### src/rtl/wishbone_stream_adapter.sv
// Wishbone stream adapter.
// Unpack path: splits each 32-bit istream word into SPW samples, LSB lane first.
// Pack path: gathers SPW results into one 32-bit ostream word.
// A flush pulse emits a partially packed word with its unfilled upper lanes zeroed.
module wishbone_stream_adapter #(
  parameter int p_sample_nbits = 8
) (
  input  logic                      clk,
  input  logic                      reset,
  input  logic                      istream_val,
  output logic                      istream_rdy,
  input  logic [31:0]               istream_data,
  output logic                      samp_val,
  input  logic                      samp_rdy,
  output logic [p_sample_nbits-1:0] samp_data,
  input  logic                      res_val,
  output logic                      res_rdy,
  input  logic [p_sample_nbits-1:0] res_data,
  input  logic                      flush,
  output logic                      ostream_val,
  input  logic                      ostream_rdy,
  output logic [31:0]               ostream_data
);

  localparam int SPW = 32 / p_sample_nbits;
  localparam int IW  = (SPW > 1) ? $clog2(SPW) : 1;
  localparam logic [IW-1:0] LAST_IDX = IW'(SPW - 1);

  if ((p_sample_nbits != 8) && (p_sample_nbits != 16) && (p_sample_nbits != 32)) begin : g_bad_width
    $error("wishbone_stream_adapter: p_sample_nbits must be 8, 16 or 32");
  end

  // Replaces lane idx of word with d.
  function automatic logic [31:0] lane_insert(input logic [31:0] word,
                                              input logic [IW-1:0] idx,
                                              input logic [p_sample_nbits-1:0] d);
    logic [31:0] r;
    r = word;
    r[idx*p_sample_nbits +: p_sample_nbits] = d;
    return r;
  endfunction

  // ---------------- unpack path ----------------
  // ubuf is shifted down one lane per accepted sample, so the current sample
  // always sits in the low lane and samp_data comes straight from a register.
  logic [31:0]   ubuf_q, ubuf_d;
  logic [IW-1:0] uidx_q, uidx_d;
  logic          ufull_q, ufull_d;
  logic          samp_fire_s, istream_fire_s, ulast_s;

  assign samp_val       = ufull_q;
  assign samp_data      = ubuf_q[p_sample_nbits-1:0];
  assign samp_fire_s    = ufull_q && samp_rdy;
  assign ulast_s        = (uidx_q == LAST_IDX);
  assign istream_rdy    = !ufull_q || (samp_fire_s && ulast_s);
  assign istream_fire_s = istream_val && istream_rdy;

  // Unpack next state: load a new word, or advance to the next sample.
  always_comb begin
    ubuf_d  = ubuf_q;
    uidx_d  = uidx_q;
    ufull_d = ufull_q;
    if (istream_fire_s) begin
      ubuf_d  = istream_data;
      uidx_d  = '0;
      ufull_d = 1'b1;
    end else if (samp_fire_s) begin
      ubuf_d = ubuf_q >> p_sample_nbits;
      if (ulast_s) begin
        uidx_d  = '0;
        ufull_d = 1'b0;
      end else begin
        uidx_d  = uidx_q + IW'(1);
        ufull_d = 1'b1;
      end
    end else begin
      ufull_d = ufull_q;
    end
  end

  // Unpack state registers.
  always_ff @(posedge clk or negedge reset) begin
    if (!reset) begin
      ubuf_q  <= 32'd0;
      uidx_q  <= '0;
      ufull_q <= 1'b0;
    end else begin
      ubuf_q  <= ubuf_d;
      uidx_q  <= uidx_d;
      ufull_q <= ufull_d;
    end
  end

  // ---------------- pack path ----------------
  logic [31:0]   pacc_q, pacc_d;
  logic [IW-1:0] pcnt_q, pcnt_d;
  logic [31:0]   obuf_q, obuf_d;
  logic          oval_q, oval_d;
  logic          fpend_q, fpend_d;
  logic          ostream_fire_s, slot_free_s, res_fire_s, plast_s, drain_s;

  assign ostream_val    = oval_q;
  assign ostream_data   = obuf_q;
  assign ostream_fire_s = oval_q && ostream_rdy;
  assign slot_free_s    = !oval_q || ostream_fire_s;
  assign plast_s        = (pcnt_q == LAST_IDX);
  // A pending flush owns the output slot until it drains.
  assign res_rdy        = (fpend_q && !slot_free_s) ? 1'b0 : (slot_free_s || !plast_s);
  assign res_fire_s     = res_val && res_rdy;
  assign drain_s        = fpend_q && slot_free_s;

  // Pack next state: drain a pending flush, accumulate results, complete words.
  always_comb begin
    pacc_d  = pacc_q;
    pcnt_d  = pcnt_q;
    obuf_d  = obuf_q;
    oval_d  = ostream_fire_s ? 1'b0 : oval_q;
    fpend_d = fpend_q;
    if (drain_s) begin
      // The flushed partial word is older than any result arriving now, so a
      // result accepted in this cycle starts the next word in lane 0.
      obuf_d  = pacc_q;
      oval_d  = 1'b1;
      fpend_d = 1'b0;
      if (res_fire_s) begin
        pacc_d = lane_insert(32'd0, '0, res_data);
        pcnt_d = IW'(1);
      end else begin
        pacc_d = 32'd0;
        pcnt_d = '0;
      end
    end else if (res_fire_s) begin
      if (plast_s) begin
        obuf_d = lane_insert(pacc_q, pcnt_q, res_data);
        oval_d = 1'b1;
        pacc_d = 32'd0;
        pcnt_d = '0;
      end else begin
        pacc_d = lane_insert(pacc_q, pcnt_q, res_data);
        pcnt_d = pcnt_q + IW'(1);
      end
    end else begin
      pacc_d = pacc_q;
    end
    // A flush that leaves nothing partial (empty, or the result completes the word) is dropped.
    if (flush && !fpend_q && (SPW > 1) && ((pcnt_q != '0) || res_fire_s)
        && !(res_fire_s && plast_s)) begin
      fpend_d = 1'b1;
    end else begin
      fpend_d = fpend_d;
    end
  end

  // Pack state registers.
  always_ff @(posedge clk or negedge reset) begin
    if (!reset) begin
      pacc_q  <= 32'd0;
      pcnt_q  <= '0;
      obuf_q  <= 32'd0;
      oval_q  <= 1'b0;
      fpend_q <= 1'b0;
    end else begin
      pacc_q  <= pacc_d;
      pcnt_q  <= pcnt_d;
      obuf_q  <= obuf_d;
      oval_q  <= oval_d;
      fpend_q <= fpend_d;
    end
  end

endmodule

### config.mk
export PLATFORM = sky130hd
export DESIGN_NAME = wishbone_stream_adapter
export DESIGN_NICKNAME = d
export VERILOG_FILES = /design/src/rtl/wishbone_stream_adapter.sv
export SDC_FILE = /design/constraint.sdc
export NUM_CORES = 1
export LEC_CHECK = 0
export ABC_AREA = 1
export BUFFER_PORTS_ARGS = -buffer_cell sky130_fd_sc_hd__buf_4
export CAP_MARGIN = 20
export CORE_MARGIN = 2
export CORE_UTILIZATION = 28
export DETAILED_ROUTE_END_ITERATION = 7
export SETUP_SLACK_MARGIN = 0.3
export SLEW_MARGIN = 40
export SYNTH_ARGS = -nofsm -noshare
export SYNTH_HDL_FRONTEND = slang
export SYNTH_SLANG_ARGS = --single-unit
### constraint.sdc
create_clock -name clk -period 2.4 [get_ports clk]
set_input_delay 0.48 -clock clk [delete_from_list [all_inputs] [get_ports clk]]
set_output_delay 0.48 -clock clk [all_outputs]
set_load 0.03 [all_outputs]
Word-level counts from Yosys, hierarchy flattened. Index checks and enable logic that the tools add are counted.

Register bits after elaboration: 103. Input bits: 47. Output and inout port bits: 44. Word-level logic and storage cells: 69.

$add $sub $neg: 3. Equality and inequality tests: 2. Shifts and indexed selects: 2. Multiplexer cells: 27. Reductions and logical operators: 27.

Operator list (number): 32-bit two-way mux (8); 5-bit negator with 34-bit output (1); 8-bit by 34-bit variable shift with 32-bit output (first input constant) (1); 8-bit by 34-bit variable part select with 32-bit output (1); 32-bit bitwise mux (1); 2-bit two-way mux (6); 1-bit logical AND (11); 1-bit two-way mux (11); 2-bit nonzero test (5); 8-bit two-way mux (1); 1-bit zero test (6); 2-bit by 1-bit adder with 2-bit output (second input constant) (2); 2-bit == test (second input constant) (2); 1-bit logical OR (4); 2-bit AND reduction (1).

Logic depth before layout (Yosys ltp). Gate-level depths: netlist of the first run.

Word-level depth: 10. Gate-level depth with buffers: 12. Mapped depth without buffers: 10.

Worst setup path after synthesis of the first run. OpenSTA, ideal clock, no wires.

Kind: reg-to-reg. From: register pcnt_q[0]. To: register pacc_q[17]. Library setup time: 83 ps. Arrival time: 1715 ps. Data required time: 2317 ps. Setup slack: 602 ps. Cell stages (with the launch flop): 10. Buffers on the path: 1. Cells stage by stage: dfrtp_1 > inv_1 > buf_2 > ha_1 > inv_1 > nor2_1 > nand3_1 > nand2_1 > nand2_1 > o21ai_0.

Cells in the longest elaborated chain, start to end: 6. Elaborated cells on any way between the ends: 13. Those cells by class: add/sub (1); eq/ne (1); shift (2); mux (5); reduce/logical (4).

RTL lines: start, declared (RTL line 96) `logic [IW-1:0] pcnt_q, pcnt_d;`; start signal, assigned (RTL line 164) `pcnt_q <= pcnt_d;`; 5-bit negator with 34-bit output or 2-bit == test (tied branches) (RTL line 39, 106); 8-bit by 34-bit variable part select with 32-bit output (tied with other cells) (RTL line 39) `r[idx*p_sample_nbits +: p_sample_nbits] = d;`; 32-bit bitwise mux or 1-bit logical OR (tied branches) (RTL line 39, 108); 32-bit two-way mux or 1-bit two-way mux (tied branches) (RTL line 133, 108); 32-bit two-way mux or 1-bit logical AND (tied branches) (RTL line 132, 109); 32-bit two-way mux or 2-bit nonzero test (tied branches); end signal, assigned (RTL line 163) `pacc_q <= pacc_d;`; end, declared (RTL line 95) `logic [31:0] pacc_q, pacc_d;`.

Parallel ways exist; a longest one is shown, timed or not. The select of a mux whose other input is x is not followed. A chain may end at the register's enable or synchronous reset.

Final worst setup path of the first run.
From: register pcnt_q[0]. To: output res_rdy.

Cells in the longest elaborated chain, start to end: 4.

RTL lines: 2-bit == test (RTL line 106) `assign plast_s = (pcnt_q == LAST_IDX);`; 1-bit zero test (RTL line 108) `assign res_rdy = (fpend_q && !slot_free_s) ? 1'b0 : (slot_free_s || !plast_s);`; 1-bit logical OR (RTL line 108); 1-bit two-way mux (RTL line 108); end, declared (RTL line 17) `output logic res_rdy,`.

No other way between the ends.

==> run_results.csv, run 1 <==
group,metric,value,unit
outcome,outcome,"finished, final reports clean",
finish,final_cell_mix,"nand2_1 (305), buf_4 (111), dfrtp_1 (102)",
global_routing,top_usage_layer,"met2",
clock_network,cts_sinks,103,
detailed_routing,wl_per_cell,14.0,um
power,ir_drop,0.329,mV
critical_path,cp_max_fo,6,
place,place_congestion,0.846,
power,power_leakage,0.00350,uW
critical_path,crit_chain,"ha_1, inv_2, nand2_2, nand2_4, buf_4",
global_routing,grt_pass1_wl,24700,um
synthesis,yosysTopAreaCellShare,47.4,%
synthesis,synth-simple-area-share,37.2,%
synthesis,synth_top_family_by_area,"simple AND/OR/NAND/NOR gates",
timing,holdWs,0.0881,ns
clock_network,cts_max_level,3,
synthesis,syn_avg_cell_area,7.37,sq um
die,die_w,143,um
synthesis,synthMuxAreaShare,0,%
die,fp.dieArea,20600,sq um
synthesis,synthDistinctLibCells,24,
critical_path,slowest_delay,0.48,ns
finish,drive_gt1_share,18.4,%
clock_network,cts-root-buf,"clkbuf_16",
timing,rsz0062_at_grt,"no",
detailed_routing,routed_wirelength,15100,um
global_routing,met2_usage,22.6,%
clock_network,cts_buffers,9,
min_path,worst_hold_path_type,"input port to asynchronous set/reset pin",
timing,fin_tns_setup,0,ns
clock_network,path_clk_slew,0.08,ns
critical_path,cp.arrival,1.51,ns
detailed_routing,vias,5057,
critical_path,ff2ff_path_depth,9,
synthesis,synth_fa_ha_area_share,1.61,%
detailed_routing,viasPerCell,4.68,
critical_path,startpoint_type,"register",
synthesis,synthXorXnorAreaFrac,0,%
clock_network,cts_tree,"yes",
synthesis,synthCells,738,
timing,hold_violations,0,
place,portBuffers,90,
finish,final_net_count,870,
place,placed_area,6310,sq um
timing,period_needed,1.99,ns
die,io_pins,91,
timing,tightest_slew,0.643,ns
timing,drv_slew,0,
critical_path,critPathKind,"register to output port",
die,die_h,143,um
die,rows,50,
critical_path,crit_required,1.92,ns
die,initial_core_util,28.8,%
die,coreArea,18900,sq um
global_routing,grt_overflow,0,
synthesis,synthTopCellsByArea,"dfrtp_1 (47%), nand2_1 (21%), nand3_1 (9.2%)",
finish,multi_input_area,2440,sq um
synthesis,synth_compound_gate_area_share,5.71,%
power,p_per_area,1060,nW/um^2
timing,finalClockSkew,0.00948,ns
timing,fin_crit_sh,83.1,%
global_routing,grtUsageMet1,22.0,%
synthesis,syn_nets,792,
synthesis,synth_seq_area_share,47.4,%
finish,final_area,6690,sq um
global_routing,grtUsageTotal,15.2,%
job,drv_cap,0,
power,total_power,7100,uW
timing,setup_violations,0,
global_routing,grt_pass1_vias,4862,
timing,slew_headroom,57.0,%
finish,area_delta_synth_final,23.1,%
detailed_routing,drcViolationCount,0,
finish,fill_cells,2057,
clock_network,cts_buffer_depth,2,
place,dp_hpwl,10300,um
synthesis,ys_warn_count,0,
global_routing,antenna_found_initial,0,
finish,regArea,2580,sq um
finish,utilization,35.4,%
global_routing,grt_max_degree,43,
finish,antenna_cells,0,
timing,fmax,502,MHz
synthesis,synth_top_cell_by_area,"dfrtp_1",
global_routing,use_met3,3.00,%
synthesis,synth_area,5440,sq um
clock_network,clk_latency,0.36,ns
finish,final_common_cell,"nand2_1",
detailed_routing,antenna_left,0,
detailed_routing,firstDrtPassIters,5,
critical_path,end_kind,"output port",
detailed_routing,drtIter0Drc,321,
critical_path,slowest_stage,"dfrtp_2",
synthesis,synth_seq_cells,103,
[power by group]
part           total [uW]  switching, uW  internal, uW
Clock                1620            696           923
Combinational        3040           2100           941
Sequential           2440            287          2150
Total                7100           3090          4010
[area by class of cell]
type | count | share of cell area, %
sequential | 103 | 38.5
multi-input combinational | 545 | 36.5
timing repair buffer | 112 | 12.7
tap | 260 | 4.86
clock buffer | 10 | 3.42
inverter | 45 | 2.58
clock inverter | 6 | 1.40
[per-stage QoR]
step,setup WS (ns),cells
after detailed placement,0.288,1059
after CTS,0.324,1075
after floorplan,0.602,738
final,0.406,1081
after global routing,0.322,1081
after global placement,0.321,1059
[sequential cells by signal (all words and copies together), names as in the netlist]
signal	flops
ostream_data	32
pacc_q	32
ubuf_q	32
pcnt_q	2
uidx_q	2
fpend_q	1
ostream_val	1
samp_val	1
[path summary, 6_finish.rpt]
path	slack (ns)	to	startpoint
max	0.41	res_rdy	pcnt_q[0]
min	0.09	ostream_data[6]	reset
max reg2reg	0.50	pacc_q[22]	pcnt_q[0]
min reg2reg	0.49	ubuf_q[23]	ubuf_q[23]
max in group asynchronous	1.67	ubuf_q[7]	reset
min in group clk	0.33	samp_val	istream_val
[synthesized netlist by cell type, drive strengths merged]
cell    number
nand3      101
nand4       25
nand2      311
ha           7
clkbuf       7
inv         42
clkinv       3
buf         38
dfrtp      103
nor2        40
a21oi       34
o21ai       26
o22ai        1
[metal layers]
metal  vias up  routed length (um)
met1      2404                7280
li1       2524                   -
met3        19                 703
met4         0                 244
met2       110                6880
met5         -                   0
[timing repair]
action,in CTS,in global routing
buffers inserted,0,6
endpoints found under the hold margin,0,0
resized for setup,2,3
hold buffers,0,0
setup endpoints to repair,6,64
[worst max-delay path, delay by kind of cell (launching register included)]
kind | cells | cell delay (ns)
flip-flops | 1 | 0.48
AND/OR/NAND/NOR | 2 | 0.15
buffers and inverters | 2 | 0.24
adder cells (fa/ha/maj) | 1 | 0.28
[cell families after synthesis]
| group | count (synthesis) |
|---|---|
| simple gates | 477 |
| compound gates | 61 |
| fa+ha+maj | 7 |
| buf+inv | 90 |
| flops | 103 |
Power figures use the tool's default switching activity.
==> run 2, diff against run 1 <==
clock period = 2 ns   (was 2.4 ns; I/O delays follow)
==> run 2 against run 1 <==
Effect of this change: worst setup slack worse by 0.11 ns; flip-flop and latch count is the same; global-route usage down 0.50 points; critical path depth unchanged; cell count is 0.28% higher; via count fell by 1.3%; clock skew is essentially flat; wire length fell by 2.4%; total power is 21% higher; critical path type unchanged.
==> run_results.csv, run 2 (synthesis results as in run 1) <==
group,metric,value,unit
power,ir_drop,0.561,mV
finish,area_delta_synth_final,25.3,%
place,place_congestion,0.831,
detailed_routing,vias,4991,
clock_network,cts_buffers,9,
die,initial_core_util,28.8,%
timing,setup_violations,0,
timing,holdWs,0.258,ns
die,die_h,143,um
finish,final_net_count,873,
clock_network,cts_tree,"yes",
finish,antenna_cells,0,
critical_path,critPathKind,"register to output port",
critical_path,cp.arrival,1.30,ns
global_routing,antenna_found_initial,0,
detailed_routing,viasPerCell,4.60,
timing,fin_tns_setup,0,ns
detailed_routing,routed_wirelength,14700,um
die,io_pins,91,
critical_path,end_kind,"output port",
timing,fin_crit_sh,85.2,%
detailed_routing,drcViolationCount,0,
timing,rsz0062_at_grt,"yes",
detailed_routing,wl_per_cell,13.6,um
finish,drive_gt1_share,20.9,%
clock_network,cts_sinks,103,
outcome,outcome,"finished, final reports clean",
clock_network,cts_buffer_depth,2,
die,die_w,143,um
global_routing,grtUsageTotal,14.7,%
detailed_routing,antenna_left,0,
detailed_routing,drtIter0Drc,270,
critical_path,cp_max_fo,3,
die,fp.dieArea,20600,sq um
place,portBuffers,90,
die,rows,50,
timing,tightest_slew,0.414,ns
power,power_leakage,0.00352,uW
timing,slew_headroom,72.4,%
clock_network,cts-root-buf,"clkbuf_16",
global_routing,grt_pass1_vias,4764,
finish,final_cell_mix,"nand2_1 (299), buf_4 (110), dfrtp_1 (102)",
power,p_per_area,1260,nW/um^2
clock_network,clk_latency,0.36,ns
timing,fmax,587,MHz
die,coreArea,18900,sq um
critical_path,crit_required,1.60,ns
finish,final_common_cell,"nand2_1",
job,drv_cap,0,
timing,period_needed,1.70,ns
clock_network,path_clk_slew,0.08,ns
clock_network,cts_max_level,3,
detailed_routing,firstDrtPassIters,5,
min_path,worst_hold_path_type,"input port to register",
timing,finalClockSkew,0.00976,ns
timing,hold_violations,0,
global_routing,grt_overflow,0,
critical_path,startpoint_type,"register",
place,dp_hpwl,10000,um
global_routing,grt_pass1_wl,24300,um
global_routing,grt_max_degree,43,
timing,drv_slew,0,
==> run 2: metrics by stage <==
step | cell area, sq um | setup WS (ns) | instances | power, uW | util [%]
after floorplan | 5450 | 0.265 | 738 | 5500 | -
after global placement | 6350 | 0.261 | 1061 | 6500 | 33.6
after detailed placement | 6350 | 0.241 | 1061 | 6520 | 33.6
after CTS | 6710 | 0.252 | 1080 | 8430 | 35.5
after global routing | 6820 | 0.248 | 1084 | 9200 | 36.1
final | 6820 | 0.295 | 1084 | 8580 | 36.1
==> run 2: metal layers <==
layer / vias to the layer above / global-route usage [%] / wire (um)
met2: 102 / 23.1 / 6860
li1: 2545 / - / -
met1: 2330 / 20.9 / 6950
met4: 0 / 4.18 / 206
met5: - / 0 / 0
met3: 14 / 2.53 / 713
==> run 2: path summary, 6_finish.rpt <==
check	from	to	slack, ns	cells past startpoint
min in group asynchronous	reset	ostream_data[4]	0.51	2
worst min register to register	ostream_data[7]	ostream_data[7]	0.48	2
worst min-delay path	istream_val	samp_val	0.26	3
worst max-delay path	pcnt_q[1]	res_rdy	0.30	5
max in group asynchronous	reset	ubuf_q[15]	0.94	3
worst max register to register	pcnt_q[0]	ostream_data[29]	0.41	9
==> run 2: report_power, final <==
group | total, uW | switching [uW] | internal (uW)
Combinational | 3890 | 2630 | 1260
Sequential | 2910 | 330 | 2580
Clock | 1790 | 899 | 886
Total | 8580 | 3860 | 4720
==> run 2: cell type report <==
| class | count | area (sq um) |
|---|---|---|
| clock inverters | 7 | 72.6 |
| multi-input cells | 545 | 2530 |
| well taps | 260 | 325 |
| inverters | 45 | 186 |
| fillers | 2055 | 12100 |
| flip-flops and latches | 103 | 2580 |
| clock buffers | 9 | 225 |
| repair buffers | 115 | 898 |
==> run 2: worst max-delay path, cell delays in order (launching register included) <==
cell,delay [ns]
dfrtp_2,0.45
ha_4,0.17
inv_2,0.05
nand2_2,0.06
nand2_4,0.09
buf_6,0.13
==> run 2: timing repair <==
action,4_1_cts,5_1_grt
setup buffers,2,4
pin swaps,0,7
hold endpoints to repair,25,0
hold buffers,1,0
setup endpoints to repair,46,67
resized for setup,9,30
